## src/rtl/fabric_cfg_pkg.sv

```systemverilog
// Shared definitions for the fabric configuration loader.
//   state_e        : loader FSM states
//   num_words      : words needed to cover the whole chain
//   last_word_bits : valid bits carried by the final word
//   bl_width       : width of the bits_left counter for a given chain length
package fabric_cfg_pkg;

    typedef enum logic [1:0] {
        IDLE   = 2'd0,
        STREAM = 2'd1,
        SET    = 2'd2,
        DONE   = 2'd3
    } state_e;

    localparam int DEF_WORD_WIDTH = 32;
    localparam int DEF_CHAIN_LEN  = 1024;
    localparam int DEF_BL_W       = $clog2(DEF_CHAIN_LEN + 1);

    function automatic int num_words(input int chain_len, input int word_width);
        return (chain_len + word_width - 1) / word_width;
    endfunction

    function automatic int last_word_bits(input int chain_len, input int word_width);
        return chain_len - (num_words(chain_len, word_width) - 1) * word_width;
    endfunction

    function automatic int bl_width(input int chain_len);
        return $clog2(chain_len + 1);
    endfunction

endpackage

```

## src/rtl/cfg_word_serializer.sv

```systemverilog
// Word-to-bit serializer feeding the configuration chain head.
//   clk_i, rst_i  : clock, synchronous active-high reset
//   load_i        : take load_data_i / load_bits_i this cycle
//   load_data_i   : word to serialise, bit 0 first
//   load_bits_i   : number of valid bits in load_data_i
//   cfg_shift_o   : current chain bit (holds last value while idle)
//   cfg_cen_o     : high while a valid bit is being presented
//   need_o        : shifter empty or presenting its last bit; a load now
//                   keeps the bit stream gap-free
module cfg_word_serializer
    import fabric_cfg_pkg::*;
#(
    parameter int WORD_WIDTH = DEF_WORD_WIDTH,
    parameter int CNT_W      = $clog2(WORD_WIDTH + 1)
) (
    input  logic                  clk_i,
    input  logic                  rst_i,
    input  logic                  load_i,
    input  logic [WORD_WIDTH-1:0] load_data_i,
    input  logic [CNT_W-1:0]      load_bits_i,
    output logic                  cfg_shift_o,
    output logic                  cfg_cen_o,
    output logic                  need_o
);

    logic [WORD_WIDTH-1:0] sr_q, sr_d;
    logic [CNT_W-1:0]      cnt_q, cnt_d;

    assign cfg_shift_o = sr_q[0];
    assign cfg_cen_o   = (cnt_q != '0);
    assign need_o      = (cnt_q <= CNT_W'(1));

    always_comb begin
        sr_d  = sr_q;
        cnt_d = cnt_q;
        if (load_i) begin
            sr_d  = load_data_i;
            cnt_d = load_bits_i;
        end else if (cnt_q > CNT_W'(1)) begin
            sr_d  = sr_q >> 1;
            cnt_d = cnt_q - CNT_W'(1);
        end else if (cnt_q == CNT_W'(1)) begin
            // Last bit consumed: leave sr_q alone so the chain input keeps
            // its final value through a stall.
            cnt_d = '0;
        end
    end

    always_ff @(posedge clk_i) begin
        if (rst_i) begin
            sr_q  <= '0;
            cnt_q <= '0;
        end else begin
            sr_q  <= sr_d;
            cnt_q <= cnt_d;
        end
    end

endmodule

```

## src/rtl/fabric_config_loader.sv

```systemverilog
// Streams configuration words into the tile shift chain, LSB first, then
// strobes the set line so all tiles latch the new configuration.
//   clk_i, rst_i  : clock, synchronous active-high reset (aborts a load)
//   start_i       : begin a load (only honoured in IDLE)
//   word_valid_i / word_data_i / word_ready_o : config word stream
//   cfg_shift_o   : serial bit to chain head
//   cfg_cen_o     : chain shift enable, one shift per high cycle
//   cfg_set_o     : config latch strobe, SET_CYCLES long
//   busy_o        : accepted start through the done cycle
//   done_o        : one-cycle completion pulse
//   bits_left_o   : chain bits still to shift
module fabric_config_loader
    import fabric_cfg_pkg::*;
#(
    parameter int WORD_WIDTH = DEF_WORD_WIDTH,
    parameter int CHAIN_LEN  = DEF_CHAIN_LEN,
    parameter int SET_CYCLES = 1
) (
    input  logic                           clk_i,
    input  logic                           rst_i,
    input  logic                           start_i,
    input  logic                           word_valid_i,
    input  logic [WORD_WIDTH-1:0]          word_data_i,
    output logic                           word_ready_o,
    output logic                           cfg_shift_o,
    output logic                           cfg_cen_o,
    output logic                           cfg_set_o,
    output logic                           busy_o,
    output logic                           done_o,
    output logic [bl_width(CHAIN_LEN)-1:0] bits_left_o
);

    localparam int BL_W      = bl_width(CHAIN_LEN);
    localparam int NUM_WORDS = num_words(CHAIN_LEN, WORD_WIDTH);
    localparam int LAST_BITS = last_word_bits(CHAIN_LEN, WORD_WIDTH);
    localparam int WC_W      = $clog2(NUM_WORDS + 1);
    localparam int CNT_W     = $clog2(WORD_WIDTH + 1);
    localparam int SC_W      = $clog2(SET_CYCLES + 1);

    state_e                state_q;
    logic [WORD_WIDTH-1:0] hold_q;
    logic                  hold_vld_q;
    logic [WC_W-1:0]       words_q;      // words accepted this load
    logic [BL_W-1:0]       bits_left_q;
    logic [SC_W-1:0]       set_cnt_q;
    logic                  cfg_set_q, busy_q, done_q;

    logic                  streaming, accept, ser_need, ser_cen;
    logic                  load_hold, load_direct, ser_load, load_is_last;
    logic [WORD_WIDTH-1:0] ser_data;
    logic [CNT_W-1:0]      ser_bits;

    assign streaming    = (state_q == STREAM);
    assign word_ready_o = streaming && !hold_vld_q && (words_q < WC_W'(NUM_WORDS));
    assign accept       = word_ready_o && word_valid_i;

    // An accepted word bypasses the holding register when the shifter is
    // free next cycle; that gives first-bit latency of one cycle and no
    // bubble between words.
    assign load_hold    = streaming && ser_need && hold_vld_q;
    assign load_direct  = ser_need && accept;
    assign ser_load     = load_hold || load_direct;
    assign ser_data     = hold_vld_q ? hold_q : word_data_i;

    // words_q already counts the held word, but not a word arriving now.
    assign load_is_last = hold_vld_q ? (words_q == WC_W'(NUM_WORDS))
                                     : (words_q == WC_W'(NUM_WORDS - 1));
    assign ser_bits     = load_is_last ? CNT_W'(LAST_BITS) : CNT_W'(WORD_WIDTH);

    cfg_word_serializer #(
        .WORD_WIDTH (WORD_WIDTH),
        .CNT_W      (CNT_W)
    ) u_ser (
        .clk_i       (clk_i),
        .rst_i       (rst_i),
        .load_i      (ser_load),
        .load_data_i (ser_data),
        .load_bits_i (ser_bits),
        .cfg_shift_o (cfg_shift_o),
        .cfg_cen_o   (ser_cen),
        .need_o      (ser_need)
    );

    assign cfg_cen_o   = ser_cen;
    assign cfg_set_o   = cfg_set_q;
    assign busy_o      = busy_q;
    assign done_o      = done_q;
    assign bits_left_o = bits_left_q;

    always_ff @(posedge clk_i) begin
        if (rst_i) begin
            state_q     <= IDLE;
            hold_q      <= '0;
            hold_vld_q  <= 1'b0;
            words_q     <= '0;
            bits_left_q <= '0;
            set_cnt_q   <= '0;
            cfg_set_q   <= 1'b0;
            busy_q      <= 1'b0;
            done_q      <= 1'b0;
        end else begin
            done_q <= 1'b0;
            case (state_q)
                IDLE: begin
                    if (start_i) begin
                        state_q     <= STREAM;
                        busy_q      <= 1'b1;
                        bits_left_q <= BL_W'(CHAIN_LEN);
                        words_q     <= '0;
                        hold_vld_q  <= 1'b0;
                    end
                end
                STREAM: begin
                    if (accept) words_q <= words_q + WC_W'(1);
                    // ready requires an empty holder, so a refill never
                    // coincides with draining it.
                    if (load_hold) begin
                        hold_vld_q <= 1'b0;
                    end else if (accept && !load_direct) begin
                        hold_q     <= word_data_i;
                        hold_vld_q <= 1'b1;
                    end
                    if (ser_cen) begin
                        bits_left_q <= bits_left_q - BL_W'(1);
                        if (bits_left_q == BL_W'(1)) begin
                            state_q   <= SET;
                            set_cnt_q <= '0;
                            cfg_set_q <= 1'b1;
                        end
                    end
                end
                SET: begin
                    if (set_cnt_q == SC_W'(SET_CYCLES - 1)) begin
                        cfg_set_q <= 1'b0;
                        done_q    <= 1'b1;
                        state_q   <= DONE;
                    end else begin
                        set_cnt_q <= set_cnt_q + SC_W'(1);
                    end
                end
                DONE: begin
                    busy_q  <= 1'b0;
                    state_q <= IDLE;
                end
                default: state_q <= IDLE;
            endcase
        end
    end

endmodule

```

## config.mk

```make
export PLATFORM = sky130hd
export DESIGN_NAME = fabric_config_loader
export DESIGN_NICKNAME = d
export VERILOG_FILES = /design/src/rtl/fabric_cfg_pkg.sv /design/src/rtl/cfg_word_serializer.sv /design/src/rtl/fabric_config_loader.sv
export SDC_FILE = /design/constraint.sdc
export NUM_CORES = 1
export LEC_CHECK = 0
export CORE_MARGIN = 3
export CORE_UTILIZATION = 56
export DETAILED_ROUTE_END_ITERATION = 8
export PLACE_DENSITY = 0.91
export SYNTH_ARGS = -nofsm -noshare
export SYNTH_HDL_FRONTEND = slang
export SYNTH_SLANG_ARGS = --single-unit
```

## constraint.sdc

```tcl
create_clock -name clk_i -period 2.15 [get_ports clk_i]
set_input_delay 0.645 -clock clk_i [delete_from_list [all_inputs] [get_ports clk_i]]
set_output_delay 0.645 -clock clk_i [all_outputs]
set_load 0.02 [all_outputs]
```

==> impl_metrics.py <==
metrics = {
    "run_status": {
        "status": "completed",
    },
    "floorplanning": {
        "core-area_sq_mm": 0.007767,
        "rows": 32,
        "chipHeight_um": 95.51,
        "initial_core_util_pct": 57.76,
        "die_area_sq_mm": 0.009122,
        "die_x_um": 95.51,
        "pin_count": 53,
    },
    "route": {
        "ant_nets": 0,
        "drt_iter0_markers": 280,
        "wl_um": 10460,
        "vias": 4075,
        "viasPerCell": 5.897,
        "drc_errors": 0,
        "wl_per_cell_um": 15.13,
        "firstDrtPassIters": 5,
    },
    "yosys": {
        "ys_types": 48,
        "syn-instance-count": 536,
        "synth_mux_area_share_pct": 7.613,
        "ys_seq_area_share_pct": 41.49,
        "synth_nets": 582,
        "synthTopCellsByCount": "nand2_1, dfxtp_1, a21oi_1",
        "synth_top_family_by_area": "compound AO/OA/AOI/OAI gates",
        "synth_enable_flop_cells": 0,
        "synth-simple-area-share_pct": 16.87,
        "yosys.area.top_type": "dfxtp_1",
        "synth_compound_area_share_pct": 25.43,
        "yosysWarningCount": 0,
        "synthArstFlopShare_pct": 0,
        "synthTopCellsByArea": "dfxtp_1, o211ai_1, nand2_1",
        "synth.avg_cell_area_sq_um": 8.371,
        "synth.most_common_cell": "nand2_1",
        "synth_flop_cell": "dfxtp_1",
        "netlist_area_sq_mm": 0.004487,
        "synthAdderAreaFrac_pct": 2.789,
        "synthXorXnorAreaFrac_pct": 0.9760,
        "ys_ff_latch": 93,
        "synth_top_area_share_pct": 41.49,
    },
    "worst_setup_path": {
        "critical_path_buf_inv_count": 1,
        "reg2reg_depth": 5,
        "worstPathCellList": "clkdlybuf4s50_1",
        "crit_path_start_kind": "register",
        "end_kind": "output port",
        "crit_required_ns": 1.50,
        "cpPeakStageDelay_ns": 0.66,
        "rr_startpoint": "u_ser.cnt_q[2]",
        "regToRegSetupSlack_ns": 0.17,
        "worstReg2RegEnd": "hold_q[23]",
        "worstPathMaxFanout": 5,
        "critPathSlowestCell": "clkdlybuf4s50_1",
        "crit_family": "buffers and inverters",
        "cp.arrival_ns": 1.45,
        "critPathKind": "register to output port",
    },
    "placed_design": {
        "dpl.hpwl_um": 6770,
        "gp_routability_congestion": 0.8147,
        "io_buffers": 52,
        "placed_cells": 674,
        "place_ws_ns": -0.1940,
    },
    "clocking": {
        "cts_made_buffers": 9,
        "path_clk_slew_ns": 0.10,
        "tritoncts": "yes",
        "hold_buffers": 0,
        "cts.sinks": 93,
        "insertion_delay_ns": 0.36,
        "cts_root_buf": "clkbuf_8",
        "cts_max_path_buffers": 2,
        "htree_levels": 3,
        "postCtsSetupRepairBufs": 0,
    },
    "hold_path": {
        "hold_path_class": "register to register",
        "min_to": "hold_q[27]",
        "hold_start": "hold_q[27]",
        "worstHoldPathCells": 2,
    },
    "power_and_ir_drop": {
        "internal_power_mw": 4.223,
        "peakVddDrop_v": 0.0006987,
        "total_leakage_power_nw": 1.834,
        "seqPwrFrac_pct": 33.2,
        "power_switching_mw": 3.153,
        "p_comb_share_pct": 50.4,
        "switching_share_pct": 42.75,
        "powerDensity_mw_per_mm2": 1350,
        "pwr-share-clk_pct": 16.4,
    },
    "finish": {
        "area_growth_pct": 21.78,
        "final_cell_count_no_fill": 691,
        "diodes": 0,
        "fillers": 580,
        "layout-drive-gt1-share_pct": 11.38,
        "finalNetCount": 630,
    },
    "flow_run": {
        "max_cap_viol_count": 0,
    },
    "sta": {
        "worst-slew-pin-transition_ns": 0.8371,
        "min_period_ns": 2.090,
        "hold_viol": 0,
        "grt_setup_unrepaired": "no",
        "setup_viol": 0,
        "finalCritPeriodShare_pct": 97.22,
        "setup_ws_ns": 0.05972,
        "whs_ns": 0.4588,
        "slew_headroom_pct": 44.19,
        "max_freq_mhz": 478.4,
        "fin_worst_skew_ns": 0.009624,
        "drv_slew": 0,
    },
    "grt": {
        "grt_max_degree": 84,
        "grt_usage_pct": 22.90,
        "overflow": 0,
        "grt_pass1_vias": 3670,
        "antenna_found_initial": 0,
        "grt_pass1_wl_um": 16770,
    },
}
[metrics by stage]
stage                     total power, mW  util [%]  setup TNS [ns]  instance area [sq um]
after floorplan                     4.798         -               0                   4487
after global placement              5.833     67.03         -0.2590                   5206
after detailed placement            6.013     67.03          -1.004                   5206
after CTS                           7.219     69.70        -0.04663                   5414
after global routing                7.855     70.34               0                   5464
final                               7.377     70.34               0                   5464
[layout make-up]
type	instances	area, sq um	share of cell area, %
clock buffer	9	123.9	2.267
inverter	10	37.54	0.6870
clock inverter	7	82.58	1.511
multi-input combinational	389	2436	44.58
timing repair buffer	81	792.0	14.50
sequential	93	1864	34.12
tap	102	127.6	2.336
[registers in the layout, summed over array words and instances, names as in the netlist]
| name | cells |
|---|---|
| hold_q | 32 |
| u_ser.cnt_q | 6 |
| bits_left_o | 11 |
| hold_vld_q | 1 |
| cfg_set_o | 1 |
| busy_o | 1 |
| state_q | 2 |
| u_ser.sr_q | 32 |
| words_q | 6 |
| done_o | 1 |
[per-layer routing]
metal  global-route usage (%)  up-vias  part of all wire, %
li1                         -     2023                    -
met1                    29.88     1881                   43
met2                    37.03      142                   48
met3                    3.867       29                  6.0
met4                    10.43        0                  2.3
met5                        0        -                    0
[how the worst max path moves through the flow]
stage                               from             end  slack [ns]  depth (start not counted)
after floorplan               state_q[1]    word_ready_o        0.13                          5
after global placement           start_i  bits_left_o[7]       -0.14                          5
after detailed placement         start_i  bits_left_o[7]       -0.19                          5
after CTS                 u_ser.cnt_q[2]       cfg_cen_o       -0.05                          3
after global routing      bits_left_o[4]  bits_left_o[4]      0.0006                          1
final                     bits_left_o[8]  bits_left_o[8]        0.06                          1
[placed cells by master (no fill, tap or decap), drive strengths merged, types with 3 or more instances in the layout]
| cell type | netlist | layout |
|---|---|---|
| a21oi | 78 | 78 |
| xor2 | 3 | 3 |
| nor2b | 4 | 4 |
| o211ai | 67 | 67 |
| nor3 | 3 | 3 |
| mux2i | 33 | 33 |
| o31ai | 3 | 3 |
| inv | 10 | 13 |
| nor2 | 15 | 15 |
| buf | 11 | 29 |
| or3 | 7 | 7 |
| nand2b | 6 | 6 |
| o21ai | 10 | 10 |
| dfxtp | 93 | 93 |
| clkbuf | 33 | 12 |
| nand2 | 109 | 109 |
| clkdlybuf4s50 | 0 | 47 |
| or4 | 6 | 6 |
| ha | 10 | 10 |
| a211oi | 6 | 6 |
[logic make-up after synthesis]
group,count (synthesis)
multiplexers,34
flip-flops,93
AND/OR/NAND/NOR,164
buffers and inverters,54
XOR/XNOR,5
adder cells (fa/ha/maj),10
AO/OA/AOI/OAI,176
[tightest hold or removal path: cells and delay by family, from the launching register on]
kind | cells | cell delay, ns
compound gates | 1 | 0.05
flops | 1 | 0.32
simple gates | 1 | 0.05
[power by group through the flow]
stage	sequential, mW	clock, mW	combinational, mW
after floorplan	2.52	0	2.28
after global placement	2.43	0	3.40
after detailed placement	2.46	0	3.55
after CTS	2.43	1.23	3.57
after global routing	2.50	1.31	4.05
final	2.45	1.21	3.72
[timing repair]
| item | CTS | global route |
|---|---|---|
| gates cloned | 0 | 1 |
| endpoints found under the setup margin | 4 | 6 |
| gates resized for setup | 5 | 12 |
No activity file was read; power rests on OpenSTA's default activity.
